<file path="src/rtl/rx_byte_framer.sv">
// RX byte framer: hunts preamble + SFD in the recovered bit stream, reads the PHR length,
// then packs PHR and PSDU bits into bytes for the RX FIFO and reports end-of-frame status.
module rx_byte_framer #(
   parameter int unsigned      WIDTH   = 8,
   parameter int unsigned      PRE_MIN = 8,
   parameter logic [WIDTH-1:0] SFD     = 8'hA7
) (
   input  logic             clk,
   input  logic             reset_n,
   input  logic             cdr_lock,
   input  logic             bit_in,
   input  logic             bit_valid,
   input  logic             fifo_full,
   output logic [WIDTH-1:0] byte_out,
   output logic             byte_valid,
   output logic [6:0]       frame_len,
   output logic             frame_done,
   output logic             frame_err,
   output logic             rx_busy
);

   localparam int unsigned ZcW = $clog2(PRE_MIN + 1);
   localparam int unsigned BcW = $clog2(WIDTH);

   localparam logic [ZcW-1:0] PreMinC = ZcW'(PRE_MIN);
   localparam logic [ZcW-1:0] ZcOne   = ZcW'(1);
   localparam logic [BcW-1:0] BitLast = BcW'(WIDTH - 1);
   localparam logic [BcW-1:0] BitOne  = BcW'(1);

   typedef enum logic [2:0] {
      StIdle,
      StHunt,
      StSfd,
      StPhr,
      StPsdu
   } state_e;

   state_e           state_q, state_d;
   logic [WIDTH-1:0] sr_q, sr_d;
   logic [ZcW-1:0]   zero_cnt_q, zero_cnt_d;
   logic [BcW-1:0]   bit_cnt_q, bit_cnt_d;
   logic [6:0]       byte_cnt_q, byte_cnt_d;
   logic             ovf_q, ovf_d;
   logic [6:0]       frame_len_q, frame_len_d;
   logic [WIDTH-1:0] byte_out_q, byte_out_d;
   logic             byte_valid_q, byte_valid_d;
   logic             frame_done_q, frame_done_d;
   logic             frame_err_q, frame_err_d;

   logic             bit_take;
   logic             byte_cmpl;
   logic [WIDTH-1:0] sr_shift;

   // A lock drop wins over a coincident bit strobe: the bit is neither shifted nor counted.
   assign bit_take  = bit_valid & cdr_lock;
   assign sr_shift  = {bit_in, sr_q[WIDTH-1:1]};
   assign byte_cmpl = bit_take && (bit_cnt_q == BitLast);

   always_comb begin
      state_d      = state_q;
      sr_d         = sr_q;
      zero_cnt_d   = zero_cnt_q;
      bit_cnt_d    = bit_cnt_q;
      byte_cnt_d   = byte_cnt_q;
      ovf_d        = ovf_q;
      frame_len_d  = frame_len_q;
      byte_out_d   = byte_out_q;
      byte_valid_d = 1'b0;
      frame_done_d = 1'b0;
      frame_err_d  = 1'b0;

      if (bit_take) begin
         sr_d = sr_shift;
      end

      case (state_q)
         StIdle: begin
            if (cdr_lock) begin
               state_d    = StHunt;
               zero_cnt_d = '0;
            end
         end

         StHunt: begin
            if (!cdr_lock) begin
               state_d = StIdle;
            end else if (bit_valid) begin
               if (!bit_in) begin
                  if (zero_cnt_q < PreMinC) begin
                     zero_cnt_d = zero_cnt_q + ZcOne;
                  end
               end else if (zero_cnt_q >= PreMinC) begin
                  state_d   = StSfd;
                  bit_cnt_d = BitOne;
               end else begin
                  zero_cnt_d = '0;
               end
            end
         end

         StSfd: begin
            if (bit_take) begin
               bit_cnt_d = bit_cnt_q + BitOne;
               if (byte_cmpl) begin
                  bit_cnt_d = '0;
                  if (sr_shift == SFD) begin
                     state_d = StPhr;
                  end else begin
                     state_d    = StHunt;
                     zero_cnt_d = '0;
                  end
               end
            end
         end

         StPhr: begin
            if (bit_take) begin
               bit_cnt_d = bit_cnt_q + BitOne;
               if (byte_cmpl) begin
                  bit_cnt_d   = '0;
                  frame_len_d = sr_shift[6:0];
                  if (sr_shift[6:0] == 7'd0) begin
                     frame_done_d = 1'b1;
                     frame_err_d  = 1'b1;
                     state_d      = StHunt;
                     zero_cnt_d   = '0;
                  end else begin
                     if (!fifo_full) begin
                        byte_valid_d = 1'b1;
                        byte_out_d   = sr_shift;
                     end else begin
                        ovf_d = 1'b1;
                     end
                     byte_cnt_d = '0;
                     state_d    = StPsdu;
                  end
               end
            end
         end

         StPsdu: begin
            if (bit_take) begin
               bit_cnt_d = bit_cnt_q + BitOne;
               if (byte_cmpl) begin
                  bit_cnt_d  = '0;
                  byte_cnt_d = byte_cnt_q + 7'd1;
                  if (!fifo_full) begin
                     byte_valid_d = 1'b1;
                     byte_out_d   = sr_shift;
                  end else begin
                     ovf_d = 1'b1;
                  end
                  // Overflow on the final byte itself still marks the frame bad.
                  if (byte_cnt_q + 7'd1 == frame_len_q) begin
                     frame_done_d = 1'b1;
                     frame_err_d  = ovf_q | fifo_full;
                     ovf_d        = 1'b0;
                     byte_cnt_d   = '0;
                     state_d      = StHunt;
                     zero_cnt_d   = '0;
                  end
               end
            end
         end

         default: begin
            state_d = StIdle;
         end
      endcase

      // Lock loss inside a frame aborts it; any partial byte is discarded.
      if (!cdr_lock && (state_q == StSfd || state_q == StPhr || state_q == StPsdu)) begin
         frame_done_d = 1'b1;
         frame_err_d  = 1'b1;
         state_d      = StIdle;
         ovf_d        = 1'b0;
         bit_cnt_d    = '0;
         byte_cnt_d   = '0;
      end
   end

   always_ff @(posedge clk or negedge reset_n) begin
      if (!reset_n) begin
         state_q      <= StIdle;
         sr_q         <= '0;
         zero_cnt_q   <= '0;
         bit_cnt_q    <= '0;
         byte_cnt_q   <= '0;
         ovf_q        <= 1'b0;
         frame_len_q  <= '0;
         byte_out_q   <= '0;
         byte_valid_q <= 1'b0;
         frame_done_q <= 1'b0;
         frame_err_q  <= 1'b0;
      end else begin
         state_q      <= state_d;
         sr_q         <= sr_d;
         zero_cnt_q   <= zero_cnt_d;
         bit_cnt_q    <= bit_cnt_d;
         byte_cnt_q   <= byte_cnt_d;
         ovf_q        <= ovf_d;
         frame_len_q  <= frame_len_d;
         byte_out_q   <= byte_out_d;
         byte_valid_q <= byte_valid_d;
         frame_done_q <= frame_done_d;
         frame_err_q  <= frame_err_d;
      end
   end

   assign byte_out   = byte_out_q;
   assign byte_valid = byte_valid_q;
   assign frame_len  = frame_len_q;
   assign frame_done = frame_done_q;
   assign frame_err  = frame_err_q;
   assign rx_busy    = (state_q == StPhr) || (state_q == StPsdu);

endmodule

</file>
<file path="config.mk">
export PLATFORM = sky130hd
export DESIGN_NAME = rx_byte_framer
export DESIGN_NICKNAME = d
export VERILOG_FILES = /design/src/rtl/rx_byte_framer.sv
export SDC_FILE = /design/constraint.sdc
export NUM_CORES = 1
export LEC_CHECK = 0
export ABC_AREA = 1
export CORE_MARGIN = 5
export CORE_UTILIZATION = 41
export DETAILED_ROUTE_END_ITERATION = 16
export GPL_TIMING_DRIVEN = 0
export SLEW_MARGIN = 15
export SYNTH_ARGS = -nofsm -noshare
export SYNTH_HDL_FRONTEND = slang
export SYNTH_SLANG_ARGS = --single-unit
export TNS_END_PERCENT = 5
</file>
<file path="constraint.sdc">
create_clock -name clk -period 4.25 [get_ports clk]
set_input_delay 1.0625 -clock clk [delete_from_list [all_inputs] [get_ports clk]]
set_output_delay 1.0625 -clock clk [all_outputs]
set_load 0.02 [all_outputs]
</file>
* Word level (Yosys, flattened, before mapping)
Cells that the tools add are included.
** Word-level totals
- Register bits :: 44
- Word-level logic and storage cells :: 160
** Operators by class
- $add $sub $neg :: 3
- $lt $le $gt $ge :: 2
- Equality and inequality tests :: 39
- Muxes and demuxes :: 84
- Bitwise operators :: 2
- Reduce and logical (&&, ||, !) cells :: 19
** Operators by type and width (number)
- 2-to-1 mux 3 bit :: 21
- 2-to-1 mux 4 bit :: 15
- 2-to-1 mux 7 bit :: 7
- 2-to-1 mux 8 bit :: 6
- inequality test 2 bit, second input constant :: 13
- 2-to-1 mux 1 bit :: 25
- inequality test 3 x 2 -> 1 bit, second input constant :: 8
- inequality test 3 bit, second input constant :: 7
- case mux 4 bit (5 select lines) :: 1
- AND reduction 6 bit :: 3
- case mux 8 bit (2 select lines) :: 1
- case mux 3 bit (5 select lines) :: 1
- AND reduction 15 bit :: 1
- case mux 7 bit (2 select lines) :: 1
- inequality test 4 bit, second input constant :: 3
- AND reduction 11 bit :: 1
- == test 8 bit, second input constant :: 1
- case mux 1 bit (2 select lines) :: 4
- adder 7 x 1 -> 7 bit, second input constant :: 1
- == test 7 bit :: 1
- zero test 7 bit :: 1
- == test 3 x 2 -> 1 bit, second input constant :: 2
- == test 3 bit, second input constant :: 2
- case mux 3 bit (2 select lines) :: 1
- other kinds (18) :: 22

* Longest topological paths before layout
Gate-level depths: netlist of the first run.
- Depth after elaboration :: 7
- Gate-level depth with buffers :: 14
- Mapped depth without buffers :: 14

* Worst setup path before layout of the first run
No wires, ideal clock.
- Path type :: input -> register
- Start point :: input cdr_lock
- End point :: register zero_cnt_q[0]
- Arrival :: 2.021 ns
- Data required time :: 4.132 ns
- Path slack :: 2.111 ns
- Cell stages on the path :: 8
- Buffers on the path :: 1
- Path through :: buf_2 > nand3_1 > inv_2 > nor2_2 > nor3_2 > nand2_4 > nand2_1 > o21ai_2
** On the way
- Longest elaborated chain between the ends :: 4
** Ends and longest elaborated chain
- start: declaration :: RTL line 10 : input logic cdr_lock,
- bitwise AND 1 bit :: RTL line 55 : assign bit_take = bit_valid & cdr_lock;
- logical AND 1 bit :: RTL line 57 : assign byte_cmpl = bit_take && (bit_cnt_q == BitLast);
- inequality test 2 bit (no source line)
- AND reduction 15 bit (no source line) (*)
- end signal: assignment :: RTL line 198 : zero_cnt_q <= zero_cnt_d;
- end: declaration :: RTL line 40 : logic [ZcW-1:0] zero_cnt_q, zero_cnt_d;
Mark *: on every way between the ends. The rest lies on a longest branch, timed or not.
A chain may end at the register's enable or synchronous reset.

* Final worst setup path of the first run
- Start point :: register state_q[0]
- End point :: output rx_busy
** On the way
- Longest elaborated chain between the ends :: 2
** Ends and longest elaborated chain
- start: declaration :: RTL line 38 : state_e state_q, state_d;
- start signal: assignment :: RTL line 184 : state_q <= StIdle;
- start signal: assignment :: RTL line 196 : state_q <= state_d;
- == test 3 x 2 -> 1 bit / == test 3 bit (equally long branches) :: RTL line 215 : assign rx_busy = (state_q == StPhr) || (state_q == StPsdu);
- logical OR 1 bit (*) :: RTL line 215
- end: declaration :: RTL line 19 : output logic rx_busy
Marks and branches as above.

==> out/qor.yml, run 1 <==
routing:
  routed_wl_um: 5070
  viasPerCell: 4.84
  ant_nets: 0
  drc: 0
  firstDrtPassIters: 4
  dr.first_iter.drc_count: 120
  num_vias: 1931
  wire_per_inst_um: 12.7
finish:
  final_area_um2: 2890
  area_growth_pct: 20.1
  diodes: 0
  final_util_pct: 51.5
  fill_cells: 555
  nNetsFinal: 337
  layoutNonFillerInstCount: 399
  drive_above_1_share_pct: 14.1
setup_path:
  r2r_start: "byte_cnt_q[0]$_DFFE_PN0P_"
  worstSetupEndpointType: "primary output"
  rr_worst_depth: 13
  critical_path_arrival_ns: 1.90
  crit_path_start_kind: "flop"
  path_cells: "nor2_2 > inv_2 > nor2_8 > inv_4 > nand2_4 > clkdlybuf4s50_1"
  cpMaxStageDelayCell: "clkdlybuf4s50_1"
  worstPathMaxFanout: 7
  crit_family: "buffers and inverters"
  critPathRequiredTime_ns: 3.19
  critPathCapture: "rx_busy"
  crit_start: "state_q[0]$_DFFE_PN0P_"
  r2r_slack_ns: 2.40
  path_class: "reg -> out"
  crit_cells: 6
  critPathMaxStageDelay_ns: 0.60
  crit_buf_inv: 3
  r2r-end: "zero_cnt_q[1]$_DFFE_PN0P_"
synth:
  synth_flop_cell: "dfrtp_1"
  synth_nets: 306
  synth_most_common_cell: "nand2_1"
  avgSynthCellArea_um2: 8.15
  synthArstFlopShare_pct: 100
  synth_commonest_cells: "nand2_1, dfrtp_1, inv_1"
  ys_top_cells_by_area: "dfrtp_1, nand2_1, nand3_1"
  synth_area_um2: 2400
  netlist.top_cell.by_area: "dfrtp_1"
  yosysTopAreaCellShare_pct: 44.7
  synth-seq-cells: 43
  synth_edf_count: 0
  yosysUniqueCellTypes: 35
  yosys_warnings: 0
  syn-instance-count: 295
  yosysSeqAreaShare_pct: 44.7
sta:
  setup_viol: 0
  fin_crit_sh_pct: 69.7
  rsz0062_at_grt: "false"
  worst_slack_ns: 1.29
  max_freq_ghz: 0.338
  tightest_slew_ns: 0.585
  slew_headroom_pct: 61.0
  period_minus_slack_ns: 2.96
  hold_viol: 0
  tns_ns: 0
  whs_ns: 0.492
  maxSlewViolCount: 0
  finClkSkew_ns: 0.0126
placed_design:
  dp_hpwl_um: 3890
  numPortBuffers: 23
  placed_area_um2: 2750
  dpl_worst_slack_ns: 1.55
  place_inst: 391
  gp_congestion: 0.889
die:
  dieArea_um2: 7500
  pin_count: 25
  chipWidth_um: 86.6
  initial_core_util_pct: 42.9
  core_um2: 5610
  core.rowCount: 27
  fp.dieH_um: 86.6
grt:
  track_usage_pct: 14.8
  grt_pass1_vias: 1855
  antenna_found_initial: 0
  grt_pass1_wl_um: 8860
  grt_max_degree: 24
  grt-ovfl-total: 0
clock_network:
  root_buffer: "clkbuf_8"
  cts.sink_count: 43
  cts_hold_buf: 0
  htreeDepth: 2
  cts_setup_buffers: 0
  cts_resized: 0
  cts_buffer_depth: 2
  cts_tree: "built"
  clkLatencyLatePin_ns: 0.30
  cts_buffers: 5
  clk_pin_slew_worst_paths_ns: 0.09
power:
  power_density_nw_per_um2: 442
  vdd_drop_max_mv: 0.234
  power.share.switching_pct: 35.0
  p_int_mw: 0.829
  power_mw: 1.28
  clockPowerShare_pct: 30.7
  power.static_leakage_nw: 1.40
  p_switching_mw: 0.446
  pwr-share-comb_pct: 30.3
  p_seq_share_pct: 39.0
job:
  drv_cap: 0
min_path:
  hold_path.class: "reg -> reg"
run_status:
  outcome: "finished, final reports clean"
## area by class of cell
class | count | area, um^2 | share of cell area [%]
timing repair buffer | 24 | 253 | 8.75
buffer | 5 | 35.0 | 1.21
clock inverter | 3 | 71.3 | 2.47
inverter | 42 | 160 | 5.55
clock buffer | 5 | 68.8 | 2.38
multi-input combinational | 205 | 1130 | 39.3
tap | 72 | 90.1 | 3.12
sequential | 43 | 1080 | 37.3
## worst min path at each step
stage / startpoint / endpoint / depth (start not counted)
2_1_floorplan: ovf_q$_DFFE_PN0P_ / ovf_q$_DFFE_PN0P_ / 2
3_3_place_gp: sr_q[7]$_DFFE_PN0P_ / sr_q[7]$_DFFE_PN0P_ / 2
3_5_place_dp: sr_q[7]$_DFFE_PN0P_ / sr_q[7]$_DFFE_PN0P_ / 2
4_1_cts: sr_q[7]$_DFFE_PN0P_ / sr_q[7]$_DFFE_PN0P_ / 2
5_1_grt: byte_out[6]$_DFFE_PN0P_ / byte_out[6]$_DFFE_PN0P_ / 1
6_report: sr_q[7]$_DFFE_PN0P_ / sr_q[7]$_DFFE_PN0P_ / 2
## power by group through the flow
stage	logic (mW)	registers (mW)	clock network, mW
after floorplan	0.287	0.504	0
after CTS	0.390	0.497	0.403
after detailed placement	0.390	0.504	0
after global routing	0.435	0.503	0.416
final	0.386	0.497	0.392
after global placement	0.382	0.504	0
## worst reg2reg max path, cell delays in order, from the launching register on
cell and delay, ns:
dfrtp_1 0.45, ha_1 0.26, nand2_1 0.11, inv_1 0.07
nor2_1 0.12, nand2_1 0.07, nand2_1 0.06, nand2_1 0.06
nor2_2 0.14, nand2_4 0.10, nand2_4 0.08, nand2_4 0.08
nand2_1 0.09, o21ai_2 0.05
## layer usage
metal	share of wire, %	track usage, %
met1	49	21.2
met2	44	22.5
met3	5.2	2.66
met4	1.5	4.96
met5	0	0
## sequential cells by signal, indices dropped and copies added, names as in the netlist, 3 cells and up
register,count
sr_q,7
bit_cnt_q,3
byte_cnt_q,7
byte_out,8
zero_cnt_q,4
state_q,3
frame_len,7
## cell usage in the layout, fill, tap and decap left out, types with 3 or more instances in the layout
master / Yosys / final
o21ai_0: 18 / 18
nand4_1: 3 / 3
inv_2: 5 / 5
nand2_2: 4 / 4
o22ai_1: 4 / 4
clkbuf_8: 0 / 5
o21ai_1: 3 / 3
nand3_1: 28 / 28
inv_1: 36 / 36
nor2_1: 11 / 11
nor3_1: 3 / 3
nand2_4: 5 / 5
o21ai_2: 5 / 5
nor2_2: 5 / 5
ha_1: 5 / 5
dfrtp_1: 43 / 43
clkdlybuf4s50_1: 0 / 22
o21a_1: 8 / 8
nand2_1: 84 / 84
## cells by family (layout without fill, tap and decap cells)
| group | Yosys count | count (layout) | synth area share, % |
|---|---|---|---|
| and+or+nand+nor | 151 | 151 | 31.3 |
| muxes | 1 | 1 | 0.468 |
| DFF | 43 | 43 | 44.7 |
| AOI/OAI and AO/OA | 46 | 46 | 12.1 |
| adders and majority gates | 5 | 5 | 2.60 |
| xor gates and xnor gates | 2 | 2 | 0.729 |
| buffers and inverters | 47 | 79 | 8.12 |
(Power assumes the default switching activity.)
==> inputs of run 2 (changes only) <==
Clock period 4.25 ns to 3.1 ns, I/O delays scaled along.
==> results of run 2 <==
Same layout as run 1 (identical final DEF). Status: finished, final reports clean.
Among the figures that moved: setup slack after placement 1.55 ns -> 0.685 ns; setup slack after layout 1.29 ns -> 0.426 ns; hold slack 0.492 ns -> 0.461 ns; register-to-register setup slack 2.40 ns -> 1.25 ns; total power 1.28 mW -> 1.75 mW; worst IR drop on VDD 0.234 mV -> 0.321 mV
==> RTL edit 1 (settings of run 2) <==
Encoding of `state_e`: now one-hot (5 bits for 5 states).
--- a/src/rtl/rx_byte_framer.sv
+++ b/src/rtl/rx_byte_framer.sv
@@ -29,8 +29,8 @@
 
-   typedef enum logic [2:0] {
-      StIdle,
-      StHunt,
-      StSfd,
-      StPhr,
-      StPsdu
+   typedef enum logic [4:0] {
+      StIdle = 5'b00001,
+      StHunt = 5'b00010,
+      StSfd  = 5'b00100,
+      StPhr  = 5'b01000,
+      StPsdu = 5'b10000
    } state_e;
Check against the original RTL: no difference found for any inputs over 10 cycles, from zero or initial values and one cycle with reset_n low; not proved beyond that.
==> RTL edit 1 against run 2 <==
Non-clock buffer count increased by 1. Synthesized area increased by 6.3%. Setup slack got worse by 0.050 ns. Global-route usage increased by 1.6 points. Utilization decreased by 1.1 points. Wire length increased by 16%. Synthesized cell count increased by 15%. First-iteration DRC count decreased by 9.2%. Cell area increased by 4.5%. Sequential cell count increased by 2.
Power is not compared: it rests on default switching activity, and its combinational part moved more than twofold at a synthesized area within 25%.
==> RTL edit 1: results (changes against run 2) <==
status complete, no violations (unchanged); HPWL Detailed 4489 um (was 3894 um); M1 wire length 2821 um (was 2507 um); Crit Path Max Fanout 6 (was 7); pre-CTS setup slack 0.3018 ns (was 0.6851 ns); Placed Area 2907 um2 (was 2748 um2); crit path DAT 1.95 ns (was 1.90 ns); Hold Vio Cnt, Final 0 (unchanged); Clk pin slew, worst setup/hold paths 0.09 ns (about the same); Peak VDD IR 0.0002970 V; post-synthesis mux area share 0 (was 0.004683); WL met2 2754 um (was 2225 um); GRT Total Usage 0.1637 (was 0.1480); Top Consumer sequential cells; P_clk 0.000453 W; switching fraction of total power 0.3078; actual slew at the worst max-slew pin 0.4381 ns (was 0.5854 ns); clock skew 0.01334 ns (was 0.01255 ns); Commonest cells post-synth nand2_1, dfrtp_1, inv_1 (unchanged); first-pass GRT wire length 10090 um (was 8859 um); fillers 603 (was 555); Synth Area in Compound Gates 0.07926 (was 0.1207); number of nets in the layout 382 (was 337); ys async rst share 1.000 (unchanged); Post-Syn Nets 350 (was 306); max FFs per register 8 (unchanged); post-synthesis xor/xnor area fraction 0.006849 (was 0.007284); post-synthesis sequential area ratio 0.4408 (was 0.4475); r2r worst-path depth 12 (was 13); Final min period 2.724 ns (was 2.674 ns); Via density 4.935 (was 4.840); synth unique cells 36 (was 35); port bufs 24 (was 23); DRT iter0 DRCs 109 (was 120); top cells by area, synth dfrtp_1, nand2_1, inv_1 (was dfrtp_1, nand2_1, nand3_1); top layer in use met4 (unchanged); Worst Setup SP state_q[1] (was state_q[0]); vias in the first global route 2204 (was 1855); reg-to-reg startpoint state_q[0] (was byte_cnt_q[0]); met1 usage 0.2097 (was 0.2124); routed wl met3 241 um (was 265 um); layout cell share with drive strength beyond 1 0.1048 (was 0.1407); GPL Wtd Cong 0.8167 (was 0.8893); largest net degree at the start of global routing 29 (was 24); setup slack, reg-to-reg 1.09 ns (was 1.25 ns); total CTS buffers 5 (unchanged); GR Util met3 0.02949 (was 0.02662); worst min-delay path class input pin to asynchronous set/reset pin (unchanged); Post-Synth Adder-Cell Area 0.02446 (was 0.02601); # resized after CTS 0 (unchanged); WL/cell 13.13 um (was 12.71 um); GR Util met2 0.2787 (was 0.2246); reg2reg end bit_cnt_q[0] (was zero_cnt_q[1]); Antenna Cells 0 (unchanged)
==> RTL edit 1: changes by cell type after synthesis, moves of 5 or more <==
cell     before  now
inv_1        36   43
nand2_1      84  107
nand4_1       3   10
nor2_1       11   25
o21a_1        8    0
o21ai_1       3   10
o21ai_2       5    0
==> RTL edit 1: worst max-delay path, cell delays in order, from the launching register on <==
cell and delay (ns):
dfrtp_1 0.38, inv_1 0.13, nand2_1 0.07, nor2_1 0.15, nand3_2 0.17, nand2_2 0.14
clkdlybuf4s50_1 0.62
==> RTL edit 1: worst min-delay path by stage <==
stage | endpoint | slack [ns] | cells after the start
floorplan | ovf_q | 0.45 | 2
global placement | sr_q[4] | 0.47 | 2
detailed placement | ovf_q | 0.48 | 2
CTS | byte_out[4] | 0.40 | 1
global route | byte_out[4] | 0.41 | 1
finish | byte_out[4] | 0.39 | 1
==> RTL edit 1: final cells by class <==
cell class | count | area (um2) | area share
clock inverter | 3 | 43.79 | 0.01450
timing repair buffer | 25 | 255.2 | 0.08454
clock buffer | 5 | 68.82 | 0.02279
sequential | 45 | 1127 | 0.3734
inverter | 48 | 182.7 | 0.06051
tap | 75 | 93.84 | 0.03108
multi-input combinational | 241 | 1209 | 0.4003
buffer | 5 | 38.79 | 0.01285
==> RTL edit 1: per-stage QoR <==
step | util | hold WS, ns | TNS [ns] | total power (W) | cells
final | 0.5040 | 0.3928 | 0 | 0.001375 | 447
after global routing | 0.5040 | 0.4131 | 0 | 0.001458 | 447
after CTS | 0.5040 | 0.4034 | 0 | 0.001390 | 447
after detailed placement | 0.4852 | 0.4816 | 0 | 0.0009322 | 439
after global placement | 0.4827 | 0.4664 | -1.526 | 0.0009263 | 438
after floorplan | - | 0.4451 | 0 | 0.0008537 | 339
==> RTL edit 2 (config.mk and constraints of run 2) <==
Made on the original files. Change the parameter `PRE_MIN` from 8 to 16.
--- a/src/rtl/rx_byte_framer.sv
+++ b/src/rtl/rx_byte_framer.sv
@@ -4,3 +4,3 @@
    parameter int unsigned      WIDTH   = 8,
-   parameter int unsigned      PRE_MIN = 8,
+   parameter int unsigned      PRE_MIN = 16,
    parameter logic [WIDTH-1:0] SFD     = 8'hA7
Behaviour: no difference found for any inputs over 10 cycles, from zero or initial values and one cycle with reset_n low; that may be too few to reach the edited logic, so the function may still have changed.
==> RTL edit 2 against run 2 <==
Sequential cell count rose by 1. Synthesized area is 0.94% lower. Cell area shrank 1.3%. Synthesized cell count up 0.34%. Non-clock buffer count fell by 1. Sequential power is 5.7% higher. Fmax is 5.2% higher. Setup slack better by 0.13 ns. Critical path type unchanged. Via count increased by 1.8%. Largest cell class unchanged. Wire length down 0.37%. Power grew 7.0%.
==> RTL edit 2: results (changes against run 2) <==
DRT iter0 DRCs 63 (was 120); fillers 554 (was 555); Crit Path Max Fanout 6 (was 7); first-pass GRT wire length 8935 um (was 8859 um); actual slew at the worst max-slew pin 0.5201 ns (was 0.5854 ns); vias in the first global route 1856 (was 1855); GPL Wtd Cong 0.8142 (was 0.8893); synth unique cells 32 (was 35); largest net degree at the start of global routing 34 (was 24); met1 usage 0.2177 (was 0.2124); layout cell share with drive strength beyond 1 0.1368 (was 0.1407); status complete, no violations (unchanged); port bufs 24 (was 23); setup slack, reg-to-reg 1.19 ns (was 1.25 ns); GRT Total Usage 0.1482 (was 0.1480); HPWL Detailed 3828 um (was 3894 um); Peak VDD IR 0.0003220 V (was 0.0003212 V); clock skew 0.006073 ns (was 0.01255 ns); pre-CTS setup slack 0.5717 ns (was 0.6851 ns); WL/cell 12.60 um (was 12.71 um); Commonest cells post-synth nand2_1, dfrtp_1, inv_1 (unchanged); number of nets in the layout 338 (was 337); P_leak 1.322 nW (was 1.400 nW); Via density 4.900 (was 4.840); post-synthesis sequential area ratio 0.4622 (was 0.4475)
## RTL edit 2: changes by cell type in the layout (fill, tap and decap cells not counted), sizes merged, moves of 2 or more
cell and change:
a21oi +4, buf -2, inv -2, nand2 -6
nand3 -4, nor2 +7, o21a -8, o21ai +11
o21bai -2
## RTL edit 2: critical path: cells and delay by family, from the launching register on
| family | cells | cell delay (ns) |
|---|---|---|
| simple gates | 3 | 0.42 |
| buf+inv | 1 | 0.61 |
| flops | 1 | 0.45 |
## RTL edit 2: through the flow
step	power (W)	utilization	setup TNS, ns	instances	area [um2]
global route	0.002013	0.5111	0	401	2849
floorplan	0.001238	-	0	296	2382
global placement	0.001415	0.4866	-2.501	392	2713
CTS	0.001894	0.5111	0	401	2849
finish	0.001870	0.5111	0	401	2849
detailed placement	0.001423	0.4893	0	393	2728
## RTL edit 2: worst max-delay path by stage
stage                              from       endpoint  slack, ns  cells past startpoint
after global placement          reset_n  zero_cnt_q[0]      -0.06                      1
after CTS                    state_q[0]        rx_busy       0.55                      4
after global routing         state_q[0]        rx_busy       0.45                      4
after floorplan           byte_cnt_q[0]  zero_cnt_q[2]       1.38                     13
after detailed placement       cdr_lock  zero_cnt_q[1]       0.57                     10
final                        state_q[0]        rx_busy       0.56                      4
## RTL edit 2: report_power, final
part	switching [W]	leakage (nW)	internal, W
combinational	0.000453	0.661	0.000235
sequential	0.0000664	0.599	0.000654
clock	0.000198	0.0614	0.000264
## RTL edit 2: final cells by class
type                            count  area (um2)  area share
Multi-Input combinational cell    208        1112      0.3904
Clock buffer                        6       82.58     0.02899
Sequential cell                    44        1101      0.3865
Tap cell                           72       90.09     0.03162
Clock inverter                      2       38.79     0.01361
Inverter                           41       153.9     0.05402
Buffer                              3       15.01    0.005270
Timing Repair Buffer               25       255.2     0.08959
## RTL edit 2: cells by family after synthesis
kind of cell,synth area share
DFF,0.4622
buffers and inverters,0.07091
AOI/OAI and AO/OA,0.1255
adders and majority gates,0.02101
xor gates and xnor gates,0.01471
and+or+nand+nor,0.3057
## RTL edit 2: metal layers
metal / part of all wire / up-vias
met4: 0.0083 / 0
met1: 0.51 / 903
met5: 0 / -
met2: 0.45 / 30
li1: - / 1027
met3: 0.033 / 5
